--- config.mk ---
export PLATFORM = sky130hd
export DESIGN_NAME = usb_fs_packet_rx
export DESIGN_NICKNAME = d
export VERILOG_FILES = /design/src/rtl/usb_fs_packet_rx_pkg.sv /design/src/rtl/usb_crc_serial.sv /design/src/rtl/usb_fs_packet_rx.sv
export SDC_FILE = /design/constraint.sdc
export NUM_CORES = 1
export LEC_CHECK = 0
export CAP_MARGIN = 20
export CORE_AREA = 2 2 120 122
export DETAILED_ROUTE_END_ITERATION = 10
export DIE_AREA = 0 0 122 124
export GPL_ROUTABILITY_DRIVEN = 0
export PLACE_DENSITY = 0.55
export SETUP_SLACK_MARGIN = 0.05
export SYNTH_ARGS = -nofsm -noshare
export SYNTH_HDL_FRONTEND = slang
export SYNTH_SLANG_ARGS = --single-unit
--- constraint.sdc ---
create_clock -name clock -period 3.7 [get_ports clock]
set_clock_uncertainty 0.1 [all_clocks]
set_input_delay 1.11 -clock clock [delete_from_list [all_inputs] [get_ports clock]]
set_output_delay 1.11 -clock clock [all_outputs]
set_load 0.05 [all_outputs]
--- src/rtl/usb_fs_packet_rx_pkg.sv ---
// Shared constants for the USB full-speed receive path: PIDs, SYNC, CRC parameters,
// line states and the PID-to-CRC classification helper.
package usb_fs_packet_rx_pkg;

    typedef enum logic [1:0] {
        LS_SE0 = 2'b00,
        LS_K   = 2'b01,
        LS_J   = 2'b10,
        LS_SE1 = 2'b11
    } line_state_e;

    typedef enum logic [2:0] {ST_IDLE, ST_SYNC, ST_DATA, ST_EOP, ST_ERROR} rx_state_e;
    typedef enum logic [1:0] {CRC_NONE, CRC_5, CRC_16} crc_class_e;

    localparam logic [3:0] PID_OUT   = 4'b0001;
    localparam logic [3:0] PID_IN    = 4'b1001;
    localparam logic [3:0] PID_SOF   = 4'b0101;
    localparam logic [3:0] PID_SETUP = 4'b1101;
    localparam logic [3:0] PID_DATA0 = 4'b0011;
    localparam logic [3:0] PID_DATA1 = 4'b1011;
    localparam logic [3:0] PID_DATA2 = 4'b0111;
    localparam logic [3:0] PID_MDATA = 4'b1111;
    localparam logic [3:0] PID_ACK   = 4'b0010;
    localparam logic [3:0] PID_NAK   = 4'b1010;
    localparam logic [3:0] PID_STALL = 4'b1110;
    localparam logic [3:0] PID_NYET  = 4'b0110;

    // Bit i is the i-th decoded SYNC bit on the wire (KJKJKJKK).
    localparam logic [7:0] SYNC_PATTERN = 8'b1000_0000;

    localparam logic [4:0]  CRC5_POLY     = 5'h05;
    localparam logic [4:0]  CRC5_RESIDUE  = 5'b01100;
    localparam logic [15:0] CRC16_POLY    = 16'h8005;
    localparam logic [15:0] CRC16_RESIDUE = 16'h800D;

    function automatic crc_class_e pid_crc_class(input logic [3:0] pid);
        case (pid)
            PID_OUT, PID_IN, PID_SOF, PID_SETUP:        return CRC_5;
            PID_DATA0, PID_DATA1, PID_DATA2, PID_MDATA: return CRC_16;
            default:                                    return CRC_NONE;
        endcase
    endfunction

endpackage

--- src/rtl/usb_crc_serial.sv ---
// Bit-serial CRC checker: register preset to all ones, one bit per bit_valid,
// residue_ok when the register holds the expected residue.
module usb_crc_serial #(
    parameter int unsigned        WIDTH   = 5,
    parameter logic [WIDTH-1:0]   POLY    = '0,
    parameter logic [WIDTH-1:0]   RESIDUE = '0
) (
    input  logic clock,
    input  logic reset_n,
    input  logic clear,
    input  logic bit_valid,
    input  logic bit_in,
    output logic residue_ok
);

    logic [WIDTH-1:0] crc_q, crc_d;

    always_comb begin
        crc_d = crc_q;
        if (clear) begin
            crc_d = '1;
        end else if (bit_valid) begin
            crc_d = {crc_q[WIDTH-2:0], 1'b0} ^ ((bit_in ^ crc_q[WIDTH-1]) ? POLY : '0);
        end
    end

    always_ff @(posedge clock or negedge reset_n) begin
        if (!reset_n) crc_q <= '1;
        else          crc_q <= crc_d;
    end

    assign residue_ok = (crc_q == RESIDUE);

endmodule

--- src/rtl/usb_fs_packet_rx.sv ---
// USB full-speed receive engine: pin synchronizer, oversampled bit recovery,
// SYNC/NRZI/destuff/EOP state machine, byte assembly and PID/CRC checks.
module usb_fs_packet_rx
    import usb_fs_packet_rx_pkg::*;
#(
    parameter int unsigned OVERSAMPLE = 4,
    parameter int unsigned MAX_BYTES  = 1027,
    parameter int unsigned COUNT_W    = 11
) (
    input  logic               clock,
    input  logic               reset_n,
    input  logic               dp,
    input  logic               dn,
    output logic               rx_active,
    output logic [7:0]         rx_data,
    output logic               rx_valid,
    output logic [3:0]         rx_pid,
    output logic [COUNT_W-1:0] rx_byte_count,
    output logic               rx_done,
    output logic               rx_crc_ok,
    output logic               rx_error
);

    localparam int unsigned PH_W = $clog2(OVERSAMPLE);

    logic dp_meta_q, dp_sync_q, dn_meta_q, dn_sync_q;
    line_state_e line_st, line_prev_q, nrzi_prev_q, nrzi_prev_d;
    rx_state_e state_q, state_d;
    logic [PH_W-1:0] phase_q, phase_d, phase_eff;
    logic [2:0] bit_cnt_q, bit_cnt_d, ones_q, ones_d;
    logic [1:0] se0_cnt_q, se0_cnt_d;
    logic j_seen_q, j_seen_d;
    logic [7:0] shift_q, shift_d;
    logic rx_active_q, rx_active_d, rx_valid_q, rx_valid_d;
    logic rx_done_q, rx_done_d, rx_crc_ok_q, rx_crc_ok_d, rx_error_q, rx_error_d;
    logic [7:0] rx_data_q, rx_data_d;
    logic [3:0] rx_pid_q, rx_pid_d;
    logic [COUNT_W-1:0] rx_byte_count_q, rx_byte_count_d;
    logic trans, sample, dec_bit, abort;
    logic crc_clear, crc_valid, crc5_ok, crc16_ok, crc_ok_now;

    assign line_st = line_state_e'({dp_sync_q, dn_sync_q});

    usb_crc_serial #(.WIDTH(5), .POLY(CRC5_POLY), .RESIDUE(CRC5_RESIDUE)) u_crc5 (
        .clock(clock), .reset_n(reset_n), .clear(crc_clear), .bit_valid(crc_valid),
        .bit_in(dec_bit), .residue_ok(crc5_ok)
    );

    usb_crc_serial #(.WIDTH(16), .POLY(CRC16_POLY), .RESIDUE(CRC16_RESIDUE)) u_crc16 (
        .clock(clock), .reset_n(reset_n), .clear(crc_clear), .bit_valid(crc_valid),
        .bit_in(dec_bit), .residue_ok(crc16_ok)
    );

    always_comb begin
        case (pid_crc_class(rx_pid_q))
            CRC_5:   crc_ok_now = crc5_ok && (rx_byte_count_q == COUNT_W'(3));
            CRC_16:  crc_ok_now = crc16_ok && (rx_byte_count_q >= COUNT_W'(3));
            default: crc_ok_now = (rx_byte_count_q == COUNT_W'(1));
        endcase
    end

    always_comb begin
        // A line transition marks phase 0 of the new bit; sample mid-bit.
        trans     = (line_st != line_prev_q);
        phase_eff = trans ? '0 : phase_q;
        sample    = (phase_eff == PH_W'(OVERSAMPLE / 2));
        phase_d   = (phase_eff == PH_W'(OVERSAMPLE - 1)) ? '0 : phase_eff + 1'b1;
        dec_bit   = (line_st == nrzi_prev_q);

        state_d = state_q;           nrzi_prev_d = nrzi_prev_q;
        bit_cnt_d = bit_cnt_q;       ones_d = ones_q;
        se0_cnt_d = se0_cnt_q;       j_seen_d = j_seen_q;
        shift_d = shift_q;           rx_active_d = rx_active_q;
        rx_data_d = rx_data_q;       rx_pid_d = rx_pid_q;
        rx_byte_count_d = rx_byte_count_q;
        rx_crc_ok_d = rx_crc_ok_q;
        rx_valid_d = 1'b0;           rx_done_d = 1'b0;
        rx_error_d = 1'b0;           abort = 1'b0;
        crc_clear = 1'b0;            crc_valid = 1'b0;

        case (state_q)
            ST_IDLE: begin
                if (trans && line_st == LS_K && line_prev_q == LS_J) begin
                    state_d     = ST_SYNC;
                    bit_cnt_d   = '0;
                    nrzi_prev_d = LS_J;
                end
            end
            ST_SYNC: begin
                if (sample) begin
                    if (line_st == LS_SE0 || line_st == LS_SE1 || dec_bit != SYNC_PATTERN[bit_cnt_q]) begin
                        state_d = ST_IDLE;
                    end else begin
                        nrzi_prev_d = line_st;
                        bit_cnt_d   = bit_cnt_q + 3'd1;
                        if (bit_cnt_q == 3'd7) begin
                            state_d         = ST_DATA;
                            rx_active_d     = 1'b1;
                            ones_d          = 3'd1;
                            rx_byte_count_d = '0;
                            crc_clear       = 1'b1;
                        end
                    end
                end
            end
            ST_DATA: begin
                if (sample) begin
                    if (line_st == LS_SE0) begin
                        state_d   = ST_EOP;
                        se0_cnt_d = 2'd1;
                    end else if (line_st == LS_SE1) begin
                        abort = 1'b1;
                    end else begin
                        nrzi_prev_d = line_st;
                        if (ones_q == 3'd6) begin
                            abort  = dec_bit;
                            ones_d = '0;
                        end else begin
                            ones_d    = dec_bit ? ones_q + 3'd1 : '0;
                            shift_d   = {dec_bit, shift_q[7:1]};
                            bit_cnt_d = bit_cnt_q + 3'd1;
                            crc_valid = (rx_byte_count_q != '0);
                            if (bit_cnt_q == 3'd7) begin
                                rx_data_d       = shift_d;
                                rx_valid_d      = 1'b1;
                                rx_byte_count_d = rx_byte_count_q + 1'b1;
                                if (rx_byte_count_q == '0) begin
                                    rx_pid_d = shift_d[3:0];
                                    abort    = (shift_d[7:4] != ~shift_d[3:0]);
                                end
                                if (rx_byte_count_q == COUNT_W'(MAX_BYTES)) abort = 1'b1;
                            end
                        end
                    end
                end
            end
            ST_EOP: begin
                if (sample) begin
                    if (line_st == LS_SE0) begin
                        abort     = (se0_cnt_q == 2'd2);
                        se0_cnt_d = se0_cnt_q + 2'd1;
                    end else if (line_st == LS_J && bit_cnt_q == 3'd0) begin
                        state_d     = ST_IDLE;
                        rx_done_d   = 1'b1;
                        rx_active_d = 1'b0;
                        rx_crc_ok_d = crc_ok_now;
                    end else begin
                        abort = 1'b1;
                    end
                end
            end
            ST_ERROR: begin
                if (sample) begin
                    j_seen_d = (line_st == LS_J);
                    if (line_st == LS_J && j_seen_q) state_d = ST_IDLE;
                end
            end
            default: state_d = ST_IDLE;
        endcase

        if (abort) begin
            state_d     = ST_ERROR;
            rx_error_d  = 1'b1;
            rx_valid_d  = 1'b0;
            rx_active_d = 1'b0;
            j_seen_d    = 1'b0;
        end
    end

    always_ff @(posedge clock or negedge reset_n) begin
        if (!reset_n) begin
            dp_meta_q <= 1'b0;  dp_sync_q <= 1'b0;
            dn_meta_q <= 1'b0;  dn_sync_q <= 1'b0;
            line_prev_q <= LS_SE0;  nrzi_prev_q <= LS_J;
            state_q <= ST_IDLE;     phase_q <= '0;
            bit_cnt_q <= '0;  ones_q <= '0;  se0_cnt_q <= '0;  j_seen_q <= 1'b0;
            shift_q <= '0;    rx_active_q <= 1'b0;  rx_data_q <= '0;
            rx_valid_q <= 1'b0;  rx_pid_q <= '0;  rx_byte_count_q <= '0;
            rx_done_q <= 1'b0;   rx_crc_ok_q <= 1'b0;  rx_error_q <= 1'b0;
        end else begin
            dp_meta_q <= dp;  dp_sync_q <= dp_meta_q;
            dn_meta_q <= dn;  dn_sync_q <= dn_meta_q;
            line_prev_q <= line_st;  nrzi_prev_q <= nrzi_prev_d;
            state_q <= state_d;      phase_q <= phase_d;
            bit_cnt_q <= bit_cnt_d;  ones_q <= ones_d;
            se0_cnt_q <= se0_cnt_d;  j_seen_q <= j_seen_d;
            shift_q <= shift_d;      rx_active_q <= rx_active_d;
            rx_data_q <= rx_data_d;  rx_valid_q <= rx_valid_d;
            rx_pid_q <= rx_pid_d;    rx_byte_count_q <= rx_byte_count_d;
            rx_done_q <= rx_done_d;  rx_crc_ok_q <= rx_crc_ok_d;
            rx_error_q <= rx_error_d;
        end
    end

    assign rx_active     = rx_active_q;
    assign rx_data       = rx_data_q;
    assign rx_valid      = rx_valid_q;
    assign rx_pid        = rx_pid_q;
    assign rx_byte_count = rx_byte_count_q;
    assign rx_done       = rx_done_q;
    assign rx_crc_ok     = rx_crc_ok_q;
    assign rx_error      = rx_error_q;

endmodule

==> impl_metrics.csv, run 1 <==
group,metric,value,unit
run_status,outcome,"finished, final reports clean",
drt,via_per_inst,5.05,
synth,synth_area_leaders,"dfrtp_1 34%, dfstp_2 14%, nand2_1 5.6%",
setup_path,r2r_end,"rx_pid[0]",
setup_path,slowest_delay,0.49,ns
clocking,cts_buffers,9,
drt,totalWireLength,9400,microns
floorplan,placementRows,43,
floorplan,ios,32,
clocking,htree_levels,3,
final_layout,area_growth,20.0,%
global_routing,first_global_vias,2975,
synth,synth_ff_type,"dfrtp_1",
synth,synth_cell_types,61,
placement,dpl_cell_area,4550,sq um
synth,yosys.area_share.adder,4.30,%
pwr,power_density,519,nW/um^2
pwr,vdd_drop_max,0.220,mV
pwr,static-leakage-power,2.10,nW
final_layout,final_area,4890,sq um
synth,synth_top_area_share,34.4,%
clocking,clk_pin_slew,0.05,ns
floorplan,die_w,122,microns
setup_path,endpoint_kind,"flip-flop",
min_path,min_to,"dp_sync_q",
clocking,cts_sinks,78,
min_path,hold_depth,0,
setup_path,crit_fanout,14,
clocking,clk_latency,0.33,ns
final_layout,insertedDiodeCount,0,
setup_path,r2r-start,"dn_sync_q",
job,maxCapViolCount,0,
clocking,cts_root_buf,"clkbuf_16",
setup_path,crit_start,"dn_sync_q",
setup_path,crit_arrival,3.20,ns
timing,fmax,324,MHz
final_layout,fill_cells,1368,
drt,vias,3112,
floorplan,die-height,124,microns
synth,synth_top_family_by_area,"simple AND/OR/NAND/NOR gates",
timing,holdWs,0.251,ns
synth,ys_seq_elements,78,
setup_path,cp-start-kind,"flip-flop",
global_routing,grt_usage,13.2,%
setup_path,reg2reg_depth,9,
placement,hpwl,6520,microns
timing,rsz0062_at_grt,"false",
synth,synth_simple_gate_area_share,20.3,%
synth,ys_seq_area_share,48.6,%
setup_path,crit_chain,"xor2_1, nor2_1, and2_1, ha_1, nand2b_1, nor3_1, nand3_2, nor2_1, mux2_2",
clocking,cts_setup_buffers,0,
setup_path,worst_path_most_repeated_cell,"nor2_1",
synth,synthArstFlopShare,100,%
drt,drc_errors,0,
clocking,postCtsHoldBufs,0,
min_path,hp-start,"dp_meta_q",
final_layout,postLayoutCoreUtil,35.6,%
timing,drv_slew,0,
synth,synth_cells,397,
setup_path,critPathKind,"flip-flop to flip-flop",
synth,syn_avg_cell_area,10.3,sq um
global_routing,grt_max_degree,79,
drt,wl_per_cell,15.3,microns
drt,dr_wl_met3,504,microns
timing,finalCritPeriodShare,83.4,%
floorplan,start_util,29.7,%
drt,routed.top_layer,"met4",
drt,drt_iter0_markers,181,
min_path,holdCritPathClass,"flip-flop to flip-flop",
setup_path,required,3.81,ns
timing,timing.final.crit_period,3.09,ns
clocking,cts_resized,0,
timing,setup_viol,0,
synth,synthXorXnorAreaFrac,4.08,%
timing,finalHoldViolations,0,
drt,first_pass_iters,6,
synth,synth_warnings,0,
global_routing,grt_pass1_wl,15700,microns
synth,synth_compound_area_share,13.2,%
setup_path,slowest_stage,"dfrtp_1",
timing,slew_headroom,53.3,%
synth,synth_nets,415,
drt,route.met2.wl,4060,microns
global_routing,grt-ovfl-total,0,
clocking,cts_tree,"done",
global_routing,antenna_found_initial,0,
clocking,clk_path_buf_depth,2,
synth,synth_edf_count,0,
floorplan,core_area,13700,sq um
synth,yosysTopAreaCell,"dfrtp_1",
timing,finalSetupTns,0,ns
timing,worst_pin_slew,0.696,ns
setup_path,r2r_slack,0.61,ns
floorplan,die_area,15100,sq um
synth,netlist_area,4080,sq um
final_layout,drive_gt1_share,16.5,%
drt,ant_nets,0,
placement,portBuffers,31,
synth,muxShareOfSynthArea,5.96,%
drt,wl_met1,4710,microns
final_layout,nets,449,
## worst max-delay path by stage
stage	cells past startpoint	endpoint	slack, ns
after floorplan	8	bit_cnt_q[0]	1.12
after detailed placement	9	rx_pid[0]	0.61
after CTS	9	rx_pid[1]	0.61
final	9	rx_pid[0]	0.61
after global routing	9	rx_pid[1]	0.27
after global placement	7	bit_cnt_q[0]	0.73
## cells in the final DEF (no fill, tap or decap), drive strengths merged, types with 3 or more instances in the layout
cell and instances:
a2111oi 6, a211oi 5, a21o 3, a21oi 12
a221o 3, a31oi 3, and2 3, buf 6
clkbuf 14, clkdlybuf4s50 30, dfrtp 56, dfstp 22
ha 14, inv 17, mux2 18, mux2i 4
nand2 61, nand2b 7, nand3 29, nand3b 6
nand4 8, nor2 15, nor3 7, nor3b 3
nor4 3, nor4bb 4, o211ai 5, o21ai 19
o31ai 6, or4 3, xnor2 10, xor2 9
## where the power goes
part | internal, W | total, W | switching [W]
sequential | 0.000933 | 0.00104 | 0.000111
combinational | 0.000251 | 0.000609 | 0.000359
clock | 0.000553 | 0.000884 | 0.000331
total | 0.00174 | 0.00254 | 0.000802
## final cells by class
type / instances / area (sq um) / area share (%)
Sequential cell: 78 / 1980 / 40.5
Clock inverter: 2 / 10.0 / 0.205
Multi-Input combinational cell: 289 / 1950 / 39.9
Clock buffer: 14 / 297 / 6.07
Tap cell: 180 / 225 / 4.61
Inverter: 17 / 63.8 / 1.31
Timing Repair Buffer: 36 / 365 / 7.47
## Yosys cell counts (4+ instances only)
cell type  instances
o21ai_0           16
clkbuf_1           5
nor3_1             6
nand4_1            8
a21oi_1           10
nand2_1           61
xnor2_1           10
ha_1              14
a211oi_1           5
nor4bb_1           4
nand2b_1           7
o31ai_1            6
inv_1             17
buf_2              4
nand3b_1           6
buf_6              4
mux2i_1            4
nor2_1            15
xor2_1             9
nand3_1           28
dfstp_2           22
a2111oi_0          6
dfrtp_1           56
mux2_2            18
## registers in the layout, indices dropped and copies added (netlist names), 2 cells and up
name / cells
ones_q: 3
rx_byte_count: 11
state_q: 3
phase_q: 2
bit_cnt_q: 3
shift_q: 7
line_prev_q: 2
u_crc5.crc_q: 5
se0_cnt_q: 2
rx_data: 8
u_crc16.crc_q: 16
nrzi_prev_q: 2
rx_pid: 4
## metrics by stage
step	power [W]	worst slack [ns]	instances
after floorplan	0.00149	1.12	397
final	0.00254	0.614	616
after global placement	0.00165	0.730	599
after detailed placement	0.00166	0.607	599
after global routing	0.00270	0.272	616
after CTS	0.00256	0.611	615
## kinds of logic (layout without fill, tap and decap cells)
kind of cell,Yosys count,after routing
AO/OA/AOI/OAI,74,74
AND/OR/NAND/NOR,160,160
multiplexers,22,22
adder cells (fa/ha/maj),14,14
buffers and inverters,30,69
flip-flops,78,78
XOR/XNOR,19,19
## critical path: cells and delay by family (launching register included)
family                     cells  cell delay, ns
muxes                          1            0.38
DFF                            1            0.49
adders and majority gates      1            0.46
and+or+nand+nor                6            1.33
xor gates and xnor gates       1            0.20
## per-layer routing
metal | up-vias | track usage [%]
met4 | 0 | 4.09
met2 | 73 | 18.9
met3 | 11 | 3.11
met1 | 1531 | 19.7
li1 | 1497 | -
met5 | - | 0
Power figures use the tool's default switching activity.
==> run 2, diff against run 1 <==
==> constraint.sdc (replaced) <==
create_clock -name clock -period 2.9 [get_ports clock]
set_clock_uncertainty 0.1 [all_clocks]
set_input_delay 0.87 -clock clock [delete_from_list [all_inputs] [get_ports clock]]
set_output_delay 0.87 -clock clock [all_outputs]
set_load 0.05 [all_outputs]
==> run 2 against run 1 <==
  * Setup slack worse by 0.37 ns
  * Via count up 2.2%
  * Clock-buffer cell count down 5
  * Sequential power up 24%
  * Non-clock buffer count up 19
  * Clock power up 36%
  * Hold slack better by 0.0019 ns
  * Combinational power up 52%
  * Global-route usage up 1.2 points
  * Wire length up 5.2%
  * Core utilization up 0.95 points
  * Critical path type is now flip-flop to output pin
  * Largest cell class unchanged
  * Highest routed layer unchanged
==> impl_metrics.csv, run 2 (synthesis gave the netlist of run 1 again) <==
group,metric,value,unit
setup_path,crit_arrival,1.69,ns
setup_path,critPathKind,"flip-flop to output pin",
setup_path,crit_chain,"clkdlybuf4s50_1",
global_routing,antenna_found_initial,0,
timing,rsz0062_at_grt,"false",
setup_path,r2r_end,"rx_byte_count[10]",
clocking,clk_latency,0.35,ns
final_layout,largest_reg_flops,16,
final_layout,final_cell_mix,"61 x nand2_1, 56 x dfrtp_1, 30 x clkdlybuf4s50_1",
drt,vias,3182,
setup_path,r2r_slack,0.32,ns
timing,finalCritPeriodShare,91.7,%
drt,drc_errors,0,
clocking,cts_setup_buffers,0,
drt,via_per_inst,5.01,
min_path,holdCritPathClass,"flip-flop to flip-flop",
global_routing,grt_max_degree,41,
drt,wl_per_cell,15.6,microns
drt,first_pass_iters,4,
clocking,clk_pin_slew,0.06,ns
global_routing,grt_usage,14.4,%
drt,totalWireLength,9890,microns
setup_path,reg2reg_depth,9,
setup_path,slowest_stage,"clkdlybuf4s50_1",
run_status,outcome,"finished, final reports clean",
drt,ant_nets,0,
setup_path,slowest_delay,0.86,ns
timing,slew_headroom,58.4,%
final_layout,insertedDiodeCount,0,
floorplan,die-height,124,microns
setup_path,crit_fanout,9,
job,maxCapViolCount,0,
min_path,hold_depth,0,
final_layout,top_register,"u_crc16.crc_q",
final_layout,fill_cells,1355,
final_layout,seqCellArea,1980,sq um
pwr,vdd_drop_max,0.263,mV
clocking,postCtsHoldBufs,0,
setup_path,required,1.93,ns
global_routing,first_global_vias,3149,
final_layout,drive_gt1_share,20.2,%
placement,dpl_cell_area,4700,sq um
setup_path,r2r-start,"dp_sync_q",
clocking,clk_path_buf_depth,2,
final_layout,area_growth,23.2,%
timing,fmax,376,MHz
final_layout,nets,468,
setup_path,cp_top_family,"buffers and inverters",
min_path,hp-start,"dp_meta_q",
clocking,cts_resized,0,
timing,finalHoldViolations,0,
setup_path,path_buf_inv,1,
timing,finalSetupTns,0,ns
clocking,cts_buffers,9,
placement,hpwl,7100,microns
clocking,cts_sinks,78,
timing,setup_viol,0,
final_layout,layout_commonest_cell,"nand2_1",
floorplan,ios,32,
global_routing,grt-ovfl-total,0,
clocking,htree_levels,3,
placement,portBuffers,31,
floorplan,die_w,122,microns
floorplan,placementRows,43,
pwr,static-leakage-power,2.18,nW
timing,timing.final.crit_period,2.66,ns
final_layout,final_area,5020,sq um
timing,drv_slew,0,
floorplan,start_util,29.7,%
clocking,cts_tree,"done",
final_layout,multi_input_area,1950,sq um
floorplan,die_area,15100,sq um
clocking,cts_root_buf,"clkbuf_16",
floorplan,core_area,13700,sq um
global_routing,grt_pass1_wl,16700,microns
min_path,min_to,"dp_sync_q",
pwr,power_density,679,nW/um^2
setup_path,cp-start-kind,"flip-flop",
setup_path,endpoint_kind,"output pin",
timing,worst_pin_slew,0.622,ns
drt,drt_iter0_markers,215,
[run 2: changes by cell type in the layout (fill, tap and decap cells not counted), sizes merged]
| cell | before | now |
|---|---|---|
| bufinv | 0 | 2 |
| buf | 6 | 25 |
| clkinv | 2 | 3 |
| clkbuf | 14 | 9 |
| clkinvlp | 0 | 2 |
[run 2: final cells by class]
cell class              instances  share of cell area, %
flip-flops and latches         78                   39.4
multi-input cells             289                   38.8
repair buffers                 55                   9.72
clock buffers                   9                   4.49
well taps                     180                   4.49
clock inverters                 7                   1.77
inverters                      17                   1.27
[run 2: power by group]
part | switching, W | internal (W) | leakage [nW]
sequential | 0.0000967 | 0.00119 | 0.971
combinational | 0.000538 | 0.000385 | 1.06
clock | 0.000452 | 0.000747 | 0.149
[run 2: metal layers]
metal / up-vias / wire (microns) / GRT usage [%]
li1: 1530 / - / -
met1: 1565 / 5000 / 19.9
met2: 71 / 4230 / 21.3
met3: 16 / 378 / 3.25
met4: 0 / 286 / 7.04
met5: - / 0 / 0
[run 2: how the worst max path moves through the flow]
stage / start / endpoint / slack [ns] / cells after the start
floorplan: dn_sync_q / bit_cnt_q[0] / 0.32 / 8
global placement: dn_sync_q / rx_byte_count[10] / 0.32 / 9
detailed placement: dn_sync_q / rx_pid[0] / 0.33 / 9
CTS: rx_byte_count[0] / rx_byte_count[0] / 0.21 / 1
global route: bit_cnt_q[0] / rx_byte_count[4] / 0.10 / 6
finish: rx_byte_count[0] / rx_byte_count[0] / 0.24 / 1
[run 2: stage by stage]
stage	cells	worst slack [ns]	hold slack (ns)	utilization [%]	total power, W
CTS	635	0.209	0.255	36.6	0.00344
global route	635	0.101	0.268	36.6	0.00363
global placement	619	0.323	0.236	34.3	0.00221
finish	635	0.239	0.253	36.6	0.00341
detailed placement	619	0.326	0.242	34.3	0.00222
floorplan	397	0.321	0.231	-	0.00191
